[config.mk]
export PLATFORM = sky130hd
export DESIGN_NAME = csr_timer_array_flat
export DESIGN_NICKNAME = d
export VERILOG_FILES = /design/src/rtl/csr_timer_array_pkg.sv /design/src/rtl/csr_timer_array_if.sv /design/src/rtl/csr_timer_array_timer_channel.sv /design/src/rtl/csr_timer_array.sv /design/src/flat_wrapper.sv
export SDC_FILE = /design/constraint.sdc
export NUM_CORES = 1
export LEC_CHECK = 0
export ABC_AREA = 0
export ABC_CLOCK_PERIOD_IN_PS = 6200
export CAP_MARGIN = 5
export CORE_AREA = 2 2 164 166
export DETAILED_ROUTE_END_ITERATION = 12
export DIE_AREA = 0 0 166 168
export GPL_ROUTABILITY_DRIVEN = 0
export PLACE_DENSITY = 0.84
export SLEW_MARGIN = 0
export SYNTH_ARGS = -nofsm -noshare
export SYNTH_HDL_FRONTEND = slang
export SYNTH_SLANG_ARGS = --single-unit
[constraint.sdc]
create_clock -name clk -period 6.2 [get_ports clk]
set_input_delay 0.62 -clock clk [delete_from_list [all_inputs] [get_ports clk]]
set_output_delay 0.62 -clock clk [all_outputs]
set_load 0.01 [all_outputs]
[src/rtl/csr_timer_array_pkg.sv]
// Shared register map for csr_timer_array (the csr_timer_defs set): register offsets,
// CFG field positions, channel FSM encodings and the PSC address.
package csr_timer_array_pkg;

  localparam logic [1:0] REG_CFG  = 2'd0;
  localparam logic [1:0] REG_VAL  = 2'd1;
  localparam logic [1:0] REG_CLR  = 2'd2;
  localparam logic [1:0] REG_STAT = 2'd3;

  localparam int CFG_EN_BIT    = 0;
  localparam int CFG_PER_BIT   = 1;
  localparam int CFG_IE_BIT    = 2;
  localparam int CFG_INITV_LSB = 4;

  localparam logic [4:0] PSC_ADDR = 5'b11100;

  typedef enum logic [1:0] {
    ST_IDLE = 2'd0,
    ST_RUN  = 2'd1,
    ST_DONE = 2'd2
  } ch_state_e;

  // Bit-masked register update: only bits with mask=1 take the new value.
  function automatic logic [31:0] wmerge(input logic [31:0] old_v,
                                         input logic [31:0] new_v,
                                         input logic [31:0] mask);
    return (new_v & mask) | (old_v & ~mask);
  endfunction

endpackage

[src/rtl/csr_timer_array_if.sv]
// CSR access port of csr_timer_array.
// csr_we is a single-cycle strobe: the write lands on the rising edge where it is
// sampled high; csr_rdata is combinational from csr_addr with no wait states.
interface csr_timer_array_if;
  logic [4:0]  csr_addr;
  logic [31:0] csr_wdata;
  logic [31:0] csr_wmask;
  logic        csr_we;
  logic [31:0] csr_rdata;

  modport master (output csr_addr, csr_wdata, csr_wmask, csr_we, input csr_rdata);
  modport slave  (input csr_addr, csr_wdata, csr_wmask, csr_we, output csr_rdata);
endinterface

[src/rtl/csr_timer_array_timer_channel.sv]
// One down-counting timer channel: CFG register, VAL counter, pending flag and the
// IDLE/RUN/DONE FSM.
module timer_channel
  import csr_timer_array_pkg::*;
#(
  parameter int CNT_W = 16
) (
  input  logic             clk,
  input  logic             rst,
  input  logic             tick,
  input  logic             cfg_we,
  input  logic [31:0]      cfg_wdata,
  input  logic [31:0]      cfg_wmask,
  input  logic             clr,
  output logic [31:0]      cfg_rd,
  output logic [CNT_W-1:0] val,
  output logic             pending,
  output logic             running,
  output logic             ie,
  output ch_state_e        state
);

  ch_state_e        state_q, state_d;
  logic [CNT_W-1:0] val_q, val_d, initv_q, initv_d;
  logic             en_q, en_d, per_q, per_d, ie_q, ie_d, pend_q, pend_d;
  logic [31:0]      cfg_new;
  logic             expire;

  always_ff @(posedge clk or posedge rst) begin
    if (rst) begin
      state_q <= ST_IDLE;
      val_q   <= '0;
      initv_q <= '0;
      en_q    <= 1'b0;
      per_q   <= 1'b0;
      ie_q    <= 1'b0;
      pend_q  <= 1'b0;
    end else begin
      state_q <= state_d;
      val_q   <= val_d;
      initv_q <= initv_d;
      en_q    <= en_d;
      per_q   <= per_d;
      ie_q    <= ie_d;
      pend_q  <= pend_d;
    end
  end

  always_comb begin
    cfg_rd = '0;
    cfg_rd[CFG_EN_BIT]                     = en_q;
    cfg_rd[CFG_PER_BIT]                    = per_q;
    cfg_rd[CFG_IE_BIT]                     = ie_q;
    cfg_rd[CNT_W+CFG_INITV_LSB-1:CFG_INITV_LSB] = initv_q;
    cfg_new = wmerge(cfg_rd, cfg_wdata, cfg_wmask);
  end

  // A CFG write on the expiry edge takes priority and suppresses the expiry.
  assign expire = tick && (state_q == ST_RUN) && (val_q == '0) && !cfg_we;

  always_comb begin
    state_d = state_q;
    val_d   = val_q;
    initv_d = initv_q;
    en_d    = en_q;
    per_d   = per_q;
    ie_d    = ie_q;
    pend_d  = pend_q;
    if (cfg_we) begin
      en_d    = cfg_new[CFG_EN_BIT];
      per_d   = cfg_new[CFG_PER_BIT];
      ie_d    = cfg_new[CFG_IE_BIT];
      initv_d = cfg_new[CNT_W+CFG_INITV_LSB-1:CFG_INITV_LSB];
      if (cfg_new[CFG_EN_BIT]) begin
        state_d = ST_RUN;
        val_d   = cfg_new[CNT_W+CFG_INITV_LSB-1:CFG_INITV_LSB];
      end else begin
        state_d = ST_IDLE;
      end
    end else if (tick && state_q == ST_RUN) begin
      if (val_q != '0) val_d = val_q - 1'b1;
      else if (per_q)  val_d = initv_q;
      else             state_d = ST_DONE;
    end
    // Expiry beats a same-edge clear.
    if (expire)   pend_d = 1'b1;
    else if (clr) pend_d = 1'b0;
  end

  assign val     = val_q;
  assign pending = pend_q;
  assign running = (state_q == ST_RUN);
  assign ie      = ie_q;
  assign state   = state_q;

endmodule

[src/rtl/csr_timer_array.sv]
// Array of NUM_CH CSR-programmable down-count timers with a free-running 64-bit counter.
// Optional global tick prescaler compiled in with TIMER_PRESCALE_EN.
module csr_timer_array
  import csr_timer_array_pkg::*;
#(
  parameter int NUM_CH = 4,
  parameter int CNT_W  = 16
) (
  input  logic                  clk,
  input  logic                  rst,
  csr_timer_array_if.slave      csr,
  output logic [NUM_CH-1:0]     irq_pending,
  output logic                  interrupt,
  output logic [63:0]           stable_counter,
  output logic [2*NUM_CH-1:0]   ch_state_dbg
);

  logic [2:0]       ch_idx;
  logic [1:0]       reg_sel;
  logic             tick;
  logic [31:0]      cfg_rd [NUM_CH];
  logic [CNT_W-1:0] val    [NUM_CH];
  logic [NUM_CH-1:0] running, ie_vec;
  logic [63:0]      stable_q;

  assign ch_idx  = csr.csr_addr[4:2];
  assign reg_sel = csr.csr_addr[1:0];

  for (genvar g = 0; g < NUM_CH; g++) begin : g_ch
    ch_state_e st;
    logic      hit;
    assign hit = csr.csr_we && (ch_idx == 3'(g));
    timer_channel #(.CNT_W(CNT_W)) u_ch (
      .clk       (clk),
      .rst       (rst),
      .tick      (tick),
      .cfg_we    (hit && reg_sel == REG_CFG),
      .cfg_wdata (csr.csr_wdata),
      .cfg_wmask (csr.csr_wmask),
      .clr       (hit && reg_sel == REG_CLR && csr.csr_wdata[0] && csr.csr_wmask[0]),
      .cfg_rd    (cfg_rd[g]),
      .val       (val[g]),
      .pending   (irq_pending[g]),
      .running   (running[g]),
      .ie        (ie_vec[g]),
      .state     (st)
    );
    assign ch_state_dbg[2*g +: 2] = st;
  end

  assign interrupt = |(irq_pending & ie_vec);

`ifdef TIMER_PRESCALE_EN
  logic [7:0]  psc_q, pcnt_q;
  logic [31:0] psc_new;
  logic        psc_we;

  assign psc_we  = csr.csr_we && (csr.csr_addr == PSC_ADDR);
  assign psc_new = wmerge({24'b0, psc_q}, csr.csr_wdata, csr.csr_wmask);
  assign tick    = (pcnt_q == psc_q);

  always_ff @(posedge clk or posedge rst) begin
    if (rst) begin
      psc_q  <= '0;
      pcnt_q <= '0;
    end else if (psc_we) begin
      psc_q  <= psc_new[7:0];
      pcnt_q <= '0;
    end else if (tick) begin
      pcnt_q <= '0;
    end else begin
      pcnt_q <= pcnt_q + 8'd1;
    end
  end
`else
  assign tick = 1'b1;
`endif

  always_comb begin
    csr.csr_rdata = '0;
    for (int i = 0; i < NUM_CH; i++) begin
      if (ch_idx == 3'(i)) begin
        case (reg_sel)
          REG_CFG:  csr.csr_rdata = cfg_rd[i];
          REG_VAL:  csr.csr_rdata = 32'(val[i]);
          REG_STAT: csr.csr_rdata = {30'b0, running[i], irq_pending[i]};
          default:  csr.csr_rdata = '0;
        endcase
      end
    end
`ifdef TIMER_PRESCALE_EN
    if (csr.csr_addr == PSC_ADDR) csr.csr_rdata = {24'b0, psc_q};
`endif
  end

  always_ff @(posedge clk or posedge rst) begin
    if (rst) stable_q <= '0;
    else     stable_q <= stable_q + 64'd1;
  end

  assign stable_counter = stable_q;

endmodule

[src/flat_wrapper.sv]
// flat-port wrapper written by rule: the top's interface ports become plain ports
module csr_timer_array_flat import csr_timer_array_pkg::*;
#(
  parameter int NUM_CH = 4,
  parameter int CNT_W  = 16
)
  (clk, rst, irq_pending, interrupt, stable_counter, ch_state_dbg, csr_csr_addr, csr_csr_wdata, csr_csr_wmask, csr_csr_we, csr_csr_rdata);
  csr_timer_array_if csr_i ();
  input  logic clk;
  input  logic rst;
  output logic [NUM_CH-1:0] irq_pending;
  output logic interrupt;
  output logic [63:0] stable_counter;
  output logic [2*NUM_CH-1:0] ch_state_dbg;
  input wire logic [$bits(csr_i.csr_addr)-1:0] csr_csr_addr;
  input wire logic [$bits(csr_i.csr_wdata)-1:0] csr_csr_wdata;
  input wire logic [$bits(csr_i.csr_wmask)-1:0] csr_csr_wmask;
  input wire logic [$bits(csr_i.csr_we)-1:0] csr_csr_we;
  output wire logic [$bits(csr_i.csr_rdata)-1:0] csr_csr_rdata;
  assign csr_i.csr_addr = csr_csr_addr;
  assign csr_i.csr_wdata = csr_csr_wdata;
  assign csr_i.csr_wmask = csr_csr_wmask;
  assign csr_i.csr_we = csr_csr_we;
  assign csr_csr_rdata = csr_i.csr_rdata;
  csr_timer_array #(.NUM_CH(NUM_CH), .CNT_W(CNT_W)) u_core (.clk(clk), .rst(rst), .csr(csr_i), .irq_pending(irq_pending), .interrupt(interrupt), .stable_counter(stable_counter), .ch_state_dbg(ch_state_dbg));
endmodule
== After elaboration in Yosys (flattened, before gate mapping) ==
Index checks and enable logic that the tools add are counted.

* Register bits: 216
* Bits of input ports: 72
* Output and inout bits: 109
* Word-level logic and storage cells: 186

* $add $sub $neg: 5
* Equality and inequality tests: 22
* Muxes and demuxes: 56
* Bitwise gates (word level): 11
* Reduce and logical (&&, ||, !) cells: 63

{| class="wikitable"
|+ Operator list
! operator !! number
|-
| $mux W16 || 20
|-
| $pmux W20 S3 || 4
|-
| $mux W32 || 4
|-
| $and A20 B20 Y20 || 5
|-
| $or A20 B20 Y20 || 4
|-
| $add A64 B1 Y64 const B || 1
|-
| $logic_not A16 Y1 || 4
|-
| $reduce_bool A16 Y1 || 4
|-
| $sub A16 B1 Y16 const B || 4
|-
| $mux W2 || 16
|-
| $logic_and A1 B1 Y1 || 28
|-
| $reduce_and A3 Y1 || 8
|-
| $not A20 Y20 || 1
|-
| $ne A2 B2 Y1 const B || 8
|-
| $reduce_bool A2 Y1 || 8
|-
| $mux W1 || 12
|-
| $reduce_bool A3 Y1 || 4
|-
| $eq A2 B1 Y1 const B || 5
|-
| $ne A2 B1 Y1 const B || 4
|-
| $eq A3 B2 Y1 const B || 2
|-
| $and A4 B4 Y4 || 1
|-
| $eq A2 B2 Y1 const B || 2
|-
| $logic_not A1 Y1 || 4
|-
| $reduce_or A4 Y1 || 1
|-
| 3 further kinds || 3
|}

== Depth between registers and ports, before layout ==
Gate-level depths: netlist of run 1.

* Depth after elaboration: 7
* Mapped depth: 10
* Gate-level depth less buffers: 8

== By module ==
From an unflattened synthesis of run 1, not the netlist that was laid out.

* Cells, all modules: 1549
* Area total of the unflattened synthesis: 14423.8 µm²

{| class="wikitable"
|+ Modules (own cells, without submodules)
! module !! times used !! cells an instance !! area an instance (µm²) !! sequential area each (µm²)
|-
| timer_channel || 4 || 265 || 2458.6 || 950.9
|-
| csr_timer_array || 1 || 489 || 4589.4 || 1601.5
|}

== Least setup slack after synthesis of run 1 ==
OpenSTA, ideal clock, no wires.

* Path type: in2out
* From: in csr_csr_addr[0]
* To: out csr_csr_rdata[0]
* Arrival: 2.273 ns
* Data required time: 5.580 ns
* Slack: 3.307 ns
* Cell stages on the path: 5
* Buffers on the path: 3
* Path through: buf_6 clkbuf_1 buf_1 o21ai_0 a2111oi_0

* Cells in the longest elaborated chain, start to end: 6
* Elaborated cells between the ends (all ways): 11
* Classes of those cells: eq/ne: 2; mux: 8; reduce/logical: 1

{| class="wikitable"
|+ RTL lines
! item !! RTL line !! text
|-
| start: declaration || flat_wrapper.sv:15 || <nowiki>input wire logic [$bits(csr_i.csr_addr)-1:0] csr_csr_addr;</nowiki>
|-
| $eq A2 B2 Y1, or another cell as far along || csr_timer_array.sv:83 || <nowiki>case (reg_sel)</nowiki>
|-
| $pmux W20 S3 || csr_timer_array.sv:83 ||
|-
| $mux W32 (3 in series) || csr_timer_array.sv:82 || <nowiki>if (ch_idx == 3'(i)) begin</nowiki>
|-
| $mux W32 * || csr_timer_array.sv:82 ||
|-
| end: declaration || flat_wrapper.sv:19 || <nowiki>output wire logic [$bits(csr_i.csr_rdata)-1:0] csr_csr_rdata;</nowiki>
|}

Mark *: on every way between the ends. The rest lies on a longest branch, timed or not.

== Worst setup path in the final report of run 1 ==
* From: in csr_csr_addr[1]
* To: out csr_csr_rdata[11]

The elaborated chain is that of the path after synthesis.

==> results of run 1 <==
==> state kept, by name, indices dropped and copies added, names as in the netlist, named ones only <==
register	flops
u_core.g_ch.u_ch.initv_q	64
u_core.g_ch.u_ch.state	8
u_core.g_ch.u_ch.val	64
u_core.g_ch.u_ch.en_q	4
u_core.g_ch.u_ch.pending	4
u_core.stable_counter	64
==> metal layers <==
layer	track usage (%)	part of all wire [%]	wire length, um	vias up
met5	0	0.025	11	-
met4	18.3	7.2	3180	2
met3	8.79	13	5890	220
met2	47.1	43	18900	1038
met1	40.0	37	16100	6004
li1	-	-	-	5474
==> through the flow <==
stage               area [sq um]  hold slack, ps  power (mW)  util (%)
global placement           14700             463        3.01      55.6
CTS                        15400             493        4.46      58.4
global route               15400             509        4.68      58.4
detailed placement         14700             482        3.07      55.6
finish                     15400             488        4.50      58.4
floorplan                  13200             452        2.67         -
==> cells in the final DEF, fill, tap and decap left out, types with 5 or more instances in the layout <==
cell / netlist / final
buf_4: 17 / 17
nor4_1: 12 / 12
a21oi_1: 76 / 76
a31oi_1: 10 / 10
o31ai_1: 18 / 16
dfrtp_1: 216 / 216
o22ai_1: 32 / 32
o221ai_1: 22 / 22
clkdlybuf4s50_1: 0 / 141
or3_1: 11 / 11
nand3_1: 44 / 44
ha_1: 9 / 9
nand2b_1: 22 / 22
xnor2_1: 52 / 52
o21a_1: 23 / 23
o21ai_0: 134 / 134
xor2_1: 19 / 19
conb_1: 1 / 12
a21o_1: 9 / 9
a211oi_1: 10 / 10
a22oi_1: 5 / 5
nand4_1: 24 / 24
o2bb2ai_1: 6 / 6
and4_1: 10 / 10
and2_1: 5 / 5
mux2_2: 65 / 65
mux2i_1: 59 / 59
nand2_1: 167 / 167
clkbuf_16: 0 / 25
nor2_1: 135 / 135
nor2b_1: 10 / 10
and3_1: 15 / 15
o211ai_1: 11 / 11
or4_1: 7 / 7
inv_1: 34 / 33
nor3_1: 28 / 28
==> critical path, cell delays in order <==
cell	delay [ps]
clkdlybuf4s50_1	470
buf_4	350
or3_1	640
buf_4	290
o22ai_1	80
o21ai_0	510
o31ai_1	200
clkdlybuf4s50_1	520
==> cell families after synthesis <==
group	share of synthesized area, %
and+or+nand+nor	19.7
AOI/OAI and AO/OA	18.5
DFF	41.2
buffers and inverters	4.82
muxes	10.1
xor gates and xnor gates	4.74
adders and majority gates	0.859
other	0.0286
==> area by class of cell <==
cell class | instances | area (sq um) | share of cell area, %
clock buffers | 32 | 682 | 4.43
inverters | 34 | 131 | 0.854
clock inverters | 5 | 50.0 | 0.325
repair buffers | 159 | 1560 | 10.1
well taps | 341 | 427 | 2.77
diodes | 3 | 7.51 | 0.0488
multi-input cells | 1129 | 7130 | 46.3
flip-flops and latches | 216 | 5410 | 35.1
==> where the power goes <==
group          internal (mW)  total (mW)  switching [mW]
combinational          0.481        1.11           0.632
clock                  0.802        1.39           0.587
sequential              1.64        2.00           0.364
total                   2.92        4.50            1.58
==> path summary, 6_finish.rpt <==
check | from | endpoint
setup reg to reg | u_core.g_ch[2].u_ch.val[5] | u_core.g_ch[2].u_ch.val[14]
hold / removal | u_core.stable_counter[0] | u_core.stable_counter[0]
min in group asynchronous | rst | u_core.stable_counter[11]
max in group asynchronous | rst | u_core.g_ch[2].u_ch.val[13]
setup / recovery | csr_csr_addr[1] | csr_csr_rdata[11]
hold reg to reg | u_core.stable_counter[0] | u_core.stable_counter[0]
==> metrics, run 1 <==
max-slew violations=0; Max clock buf depth=3; synthesized area=~0.013 sq mm; DRC=0; clock tree from TritonCTS=built; Synth async-reset ratio=100%; post-synthesis sequential area ratio=between 40% and 50%; crit share post-route=between 60% and 70%; layout cell share with drive strength beyond 1=8.83%; worst hold path type=reg2reg; Starting Density=about half; post-cts sizing count=0; CTS sink cnt=216; clock skew=approximately 18 ps; Fmax achieved=approximately 230 MHz; DR iter-0 viols=approximately 1800; Ports=between 150 and 200; Die H=168 um; Yosys top cell area share=between 40 and 50%; drt first pass iters=9; ys flop type=dfrtp_1; first-pass GRT wire length=roughly 69000 um; Yosys reg bits=216; unrepaired setup endpoints after global routing=no; library cells used by synthesis=81; Finished Layout Cells=1919; vias=~13000; startpoint types=input pin; GRT Util Overall=roughly 31%; clock latency at the later pin of the worst-skew pair=~530 ps; vias in the first global route=about 12000; Wirelength per Cell=23.0 um; Core Box Area=between 0.02 and 0.03 sq mm; cts bufs inserted=24; Min Clock Period, post-route=about 4300 ps; maximum fanout along the worst path=33; Total Neg Setup Slack=0 ps; PwrDens=~290 mW/mm^2; VDD IR max=about 0.00019 V; DRT Wirelength=44200 um; static leakage=6.47 nW; htree depth=1; Slew headroom=14.7%; Port Buf Inserts=142; worst hold stages=1; Post-synth EDFFs=0; dpl ws=around 2200 ps; Vias per Instance=6.64; synth warn=0; Synth Area per Inst=8.91 sq um; CP endpoint kind=output pin; Reg2Reg Setup Slack=2390 ps; Finish-stage setup viols=0; Placed Cells=approximately 1900; synth top area cells=dfrtp_1 41%, mux2_2 5.6%, o21ai_0 5.1%, nand2_1 4.8%, mux2i_1 4.5%; total die area=approximately 0.028 sq mm; Post-Synthesis Cells=~1500; CTS Hold Buffers Added=0; R2R depth=5; Antenna Nets Post-Route=0; DPL Wire Length=~30000 um; largest area contributor in the netlist=dfrtp_1; max_cap viols=0; most common cell in the netlist=dfrtp_1; largest net degree at the start of global routing=~150; Setup CP Type=in2out; number of setup buffers added after CTS=0; outcome=finished clean; initial antenna violation count=4; Layout area overhead=17.4%; crit path DAT=around 3700 ps; synth cell count leaders=216 x dfrtp_1, 167 x nand2_1, 135 x nor2_1, 134 x o21ai_0, 76 x a21oi_1; total congestion overflow=0; Slew @ Worst Pin=1280 ps; Hold Violations, Final=0; PnR worst setup slack=roughly 1900 ps; Root Driver=clkbuf_16; FP Rows=60; critical path required time=between 5000 and 6000 ps; fillers=2282; CTS clk-pin slew, worst paths=around 60 ps; nets@finish=between 1500 and 2000; Die W=between 150 and 200 um
Power figures use the tool's default switching activity.
==> inputs of run 2 (changes only) <==
Settings changed: ABC_CLOCK_PERIOD_IN_PS 6200 to 4200, CORE_AREA 2 2 164 166 to 2 2 158 160, DIE_AREA 0 0 166 168 to 0 0 160 162, PLACE_DENSITY 0.84 to 0.86.
Clock period 6.2 ns to 4.2 ns, I/O delays scaled along.
==> metrics, run 2 (same netlist as run 1, synthesis figures left out) <==
max_cap viols=0 (unchanged); Cell Chain, Critical Path=clkdlybuf4s50_1 > or3_1 > o22ai_1 > o21ai_0 > o31ai_1 > clkdlybuf4s50_1; startpoint types=input pin; clock tree from TritonCTS=built; Finish-stage setup viols=0 (unchanged); Placed Cells=1867 (-0.64%); maximum fanout along the worst path=26 (-21%); clock skew=18.1 ps (-0.224 ps); initial antenna violation count=2 (-2); Antenna Nets Post-Route=0 (unchanged); Vias per Instance=6.72 (+1.2%); drt first pass iters=7 (-2); combinational share of power=23.4% (-1.3 points); largest net degree at the start of global routing=77 (-50%); DRT Wirelength=43900 um (-0.59%); unrepaired setup endpoints after global routing=no; PwrDens=452 mW/mm^2 (+54%); Fmax achieved=around 270 MHz; nets@finish=1649 (+0.24%); Max clock buf depth=3 (unchanged); htree depth=1 (unchanged); vias in the first global route=12200 (-1.7%); CTS sink cnt=216 (unchanged); GRT Util Overall=33.3% (+2.1 points); cts bufs inserted=23 (-4.2%); first-pass GRT wire length=68400 um (-1.5%); Slew @ Worst Pin=1240 ps (-37.7 ps); CP endpoint kind=output pin; DP Area=0.0147 sq mm (+0.20%); number of setup buffers added after CTS=0 (unchanged); VDD IR max=0.000286 V (+52%); static leakage=6.57 nW (+1.6%); Sw Ratio=33.3% (-1.8 points); Port Buf Inserts=142 (unchanged); Core Box Area=0.0241 sq mm (-8.5%); Wirelength per Cell=23.0 um (about the same); clock power share=34.7% (+3.9 points); commonest non-fill, non-tap cell in the layout=dfrtp_1; Hold Violations, Final=0 (unchanged); Fin Hold WS=370 ps (-118 ps); Reg power frac=41.9% (-2.6 points); Finished Layout Cells=1908 (-0.57%); DR iter-0 viols=1831 (+4.4%); post-cts sizing count=0 (unchanged); max-slew violations=0 (unchanged); CTS clk-pin slew, worst paths=70 ps (about the same); Ports=181 (unchanged); fillers=1935 (-15%); # diodes=0 (-3); Die W=160 um (-3.6%); crit share post-route=just under 90%; Final Instance Area=0.0156 sq mm (+1.3%); DRC=0 (unchanged); most frequent cells in the layout=216 x dfrtp_1, 167 x nand2_1, 141 x clkdlybuf4s50_1; outcome=finished clean; DPL Wire Length=30900 um (+0.27%); Crit path top cell by count=clkdlybuf4s50_1; layout cell share with drive strength beyond 1=9.53% (+0.71 points); clock latency at the later pin of the worst-skew pair=520 ps (about the same); Die H=162 um (-3.6%); Total Neg Setup Slack=0 ps (unchanged); Root Driver=clkbuf_16; CTS Hold Buffers Added=0 (unchanged); Layout area overhead=18.9%; Starting Density=54.4% (+4.6 points); Setup CP Type=in2out; sw power=2.35 mW (+48%); slowest stage delay, CP=830 ps (+190 ps); Int Power=4.70 mW (+61%); Min Clock Period, post-route=around 3700 ps; FP Rows=57 (-5.0%); total die area=0.0259 sq mm (-7.1%); Slew headroom=17.3% (+2.5 points); vias=12800 (+0.67%); slowest CP cell=or3_1; total congestion overflow=0 (unchanged); crit path DAT=3310 ps (-390 ps); critical path required time=3780 ps (-1800 ps); worst hold path type=in2async
-- run 2: critical path: cells and delay by family --
kind | cells | cell delay, ps
AND/OR/NAND/NOR | 1 | 830
AO/OA/AOI/OAI | 3 | 810
buffers and inverters | 2 | 1220
-- run 2: layout make-up --
type	instances	area, sq um	share of cell area, %
Timing Repair Buffer	164	1610	10.3
Tap cell	324	405	2.60
Clock buffer	28	634	4.07
Multi-Input combinational cell	1129	7130	45.7
Inverter	34	131	0.843
Sequential cell	216	5410	34.7
Clock inverter	13	274	1.76
-- run 2: through the flow --
step / power [mW] / setup slack [ps] / utilization [%]
CTS: 6.98 / 592 / 64.7
global placement: 4.44 / 625 / 60.9
global route: 7.32 / 424 / 64.7
floorplan: 3.94 / 968 / -
detailed placement: 4.52 / 590 / 60.9
finish: 7.04 / 469 / 64.7
-- run 2: worst paths after layout --
kind	start	end	slack (ps)	cells after the start
worst min-delay path	rst	u_core.g_ch[0].u_ch.initv_q[6]	370	2
max in group asynchronous	rst	u_core.stable_counter[47]	2940	3
worst max-delay path	csr_csr_addr[4]	csr_csr_rdata[9]	470	6
worst min register to register	u_core.stable_counter[25]	u_core.stable_counter[25]	490	1
worst max register to register	u_core.g_ch[3].u_ch.val[7]	u_core.g_ch[3].u_ch.val[13]	1150	7
min in group clk	u_core.stable_counter[25]	u_core.stable_counter[25]	490	1
-- run 2: per-layer routing --
metal	wire (um)	GRT usage (%)	part of all wire (%)
met4	3370	19.7	7.7
met1	16100	44.0	37
met3	5590	7.51	13
met2	18800	50.5	43
met5	30	0	0.068
-- run 2: power groups by stage --
stage | sequential, mW | clock [mW] | combinational [mW]
floorplan | 2.76 | 0 | 1.18
global placement | 2.92 | 0 | 1.52
detailed placement | 2.94 | 0 | 1.58
CTS | 2.91 | 2.46 | 1.61
global route | 2.97 | 2.55 | 1.80
finish | 2.95 | 2.45 | 1.65
==> inputs of run 3 (changes only) <==
==> constraint.sdc (replaced) <==
create_clock -name clk -period 4.2 [get_ports clk]
set_input_delay 0.42 -clock clk [delete_from_list [all_inputs] [get_ports clk]]
set_output_delay 0.42 -clock clk [all_outputs]
set_load 0.05 [all_outputs]
==> metrics, run 3 (same netlist as run 1, synthesis figures left out) <==
clock skew=8.23 ps (-9.83 ps); Placed Cells=1869 (+0.11%); clock power share=29.9% (-4.8 points); worst hold path type=in2async; Sequential Area=0.00541 sq mm (unchanged); area taken by multi-input logic gates=0.00713 sq mm (about the same); number of setup buffers added after CTS=0 (unchanged); Reg2Reg Setup Slack=1130 ps (-20 ps); CTS sink cnt=216 (unchanged); commonest non-fill, non-tap cell in the layout=dfrtp_1; DRC=0 (unchanged); sw power=2.49 mW (+6.2%); Slew headroom=30.9% (+14 points); Finish-stage setup viols=0 (unchanged); Root Driver=clkbuf_16; unrepaired setup endpoints after global routing=no; vias in the first global route=12100 (-0.82%); R2R depth=6 (-1); DPL Wire Length=30600 um (-1.1%); crit path DAT=3390 ps (+80 ps); crit share post-route=90.7% (+1.8 points); Fmax achieved=263 MHz (-2.0%); drt first pass iters=7 (unchanged); Core Box Area=0.0241 sq mm (unchanged); critical path required time=3780 ps (about the same); total die area=0.0259 sq mm (unchanged); Antenna Nets Post-Route=0 (unchanged); CP endpoint kind=output pin; DRT Wirelength=43400 um (-1.2%); initial antenna violation count=2 (unchanged); Die H=162 um (unchanged); Vias per Instance=6.65 (-1.1%); Min Clock Period, post-route=3810 ps (+77.7 ps); maximum fanout along the worst path=26 (unchanged); cts bufs inserted=24 (+4.3%); Hold Violations, Final=0 (unchanged); Slew @ Worst Pin=1030 ps (-208 ps); total congestion overflow=0 (unchanged); combinational share of power=26.9% (+3.5 points); most frequent cells in the layout=216 x dfrtp_1, 167 x nand2_1, 135 x nor2_1; Design Power=6.79 mW (-3.6%); CTS Hold Buffers Added=0 (unchanged); Wirelength per Cell=22.7 um (-1.5%); max_cap viols=0 (unchanged); Port Buf Inserts=142 (unchanged); Setup CP Type=in2out; clock tree from TritonCTS=built; GRT Util Overall=33.0% (-0.28 points); max-slew violations=0 (unchanged); first-pass GRT wire length=67700 um (-0.96%); R2R Path Start=u_core.g_ch[2].u_ch.val[5]; outcome=finished clean; VDD IR max=0.000313 V (+9.3%); Starting Density=54.4% (unchanged); Die W=160 um (unchanged); Ports=181 (unchanged); post-cts sizing count=0 (unchanged); htree depth=1 (unchanged); static leakage=6.60 nW (+0.47%); reg2reg end=u_core.g_ch[2].u_ch.val[5]; Total Neg Setup Slack=0 ps (unchanged); CTS clk-pin slew, worst paths=60 ps (about the same); Max clock buf depth=3 (unchanged); Layout area overhead=18.9% (about the same); largest net degree at the start of global routing=137 (+78%); FP Rows=57 (unchanged); DR iter-0 viols=1681 (-8.2%); Sw Ratio=36.7% (+3.4 points); layout cell share with drive strength beyond 1=10.7% (+1.2 points); Int Power=4.30 mW (-8.5%); nets@finish=1652 (+0.18%); Reg power frac=43.2% (+1.3 points); startpoint types=input pin; clock latency at the later pin of the worst-skew pair=530 ps (about the same); vias=12700 (-0.77%); PwrDens=436 mW/mm^2 (-3.6%); fillers=1900 (-1.8%); Finished Layout Cells=1914 (+0.31%)
[run 3: changes by cell type in the layout (fill, tap and decap cells not counted), sizes merged]
| cell | before | now |
|---|---|---|
| bufinv | 8 | 0 |
| clkdlybuf4s50 | 141 | 121 |
| buf | 23 | 45 |
| clkinv | 2 | 8 |
| diode | 0 | 1 |
| clkbuf | 28 | 35 |
| clkinvlp | 3 | 1 |
[run 3: worst max-delay path by stage]
stage                    startpoint                           to  depth (start not counted)  slack (ps)
floorplan           csr_csr_addr[0]             csr_csr_rdata[0]                          5         570
global placement    csr_csr_addr[4]             csr_csr_rdata[9]                          6         920
detailed placement  csr_csr_addr[1]  u_core.g_ch[3].u_ch.val[15]                          8         780
CTS                 csr_csr_addr[4]             csr_csr_rdata[9]                          6         820
global route        csr_csr_addr[4]             csr_csr_rdata[9]                          6         430
finish              csr_csr_addr[4]             csr_csr_rdata[9]                          6         390
[run 3: through the flow]
step | utilization [%] | cell area, sq um | setup slack, ps | hold slack [ps]
after global placement | 61.5 | 14800 | 921 | 470
after global routing | 64.6 | 15600 | 433 | 453
final | 64.7 | 15600 | 391 | 397
after CTS | 64.6 | 15600 | 816 | 427
after detailed placement | 61.5 | 14800 | 784 | 480
after floorplan | - | 13200 | 566 | 452
[run 3: worst max-delay path: stages]
cell and delay (ps):
clkdlybuf4s50_1 720, or3_1 810, o22ai_1 260, o21ai_0 630
o31ai_1 300, buf_12 230
[run 3: layer usage]
metal / up-vias / wire length [um] / GRT usage, %
li1: 5490 / - / -
met1: 5994 / 16000 / 43.0
met2: 997 / 18500 / 50.2
met3: 241 / 5760 / 9.19
met4: 2 / 3120 / 18.0
met5: - / 16 / 0
[run 3: final cells by class]
cell class	count	share of cell area, %
multi-input combinational	1129	45.8
antenna	1	0.0161
clock buffer	35	4.38
clock inverter	9	0.425
tap	324	2.60
inverter	34	0.843
timing repair buffer	166	11.3
sequential	216	34.7
[run 3: power by group through the flow]
stage	logic [mW]	registers [mW]	clock network (mW)
6_report	1.82	2.93	2.03
5_1_grt	1.98	2.97	2.13
4_1_cts	1.78	2.90	2.05
3_5_place_dp	1.77	2.93	0
3_3_place_gp	1.71	2.91	0
2_1_floorplan	1.27	2.81	0
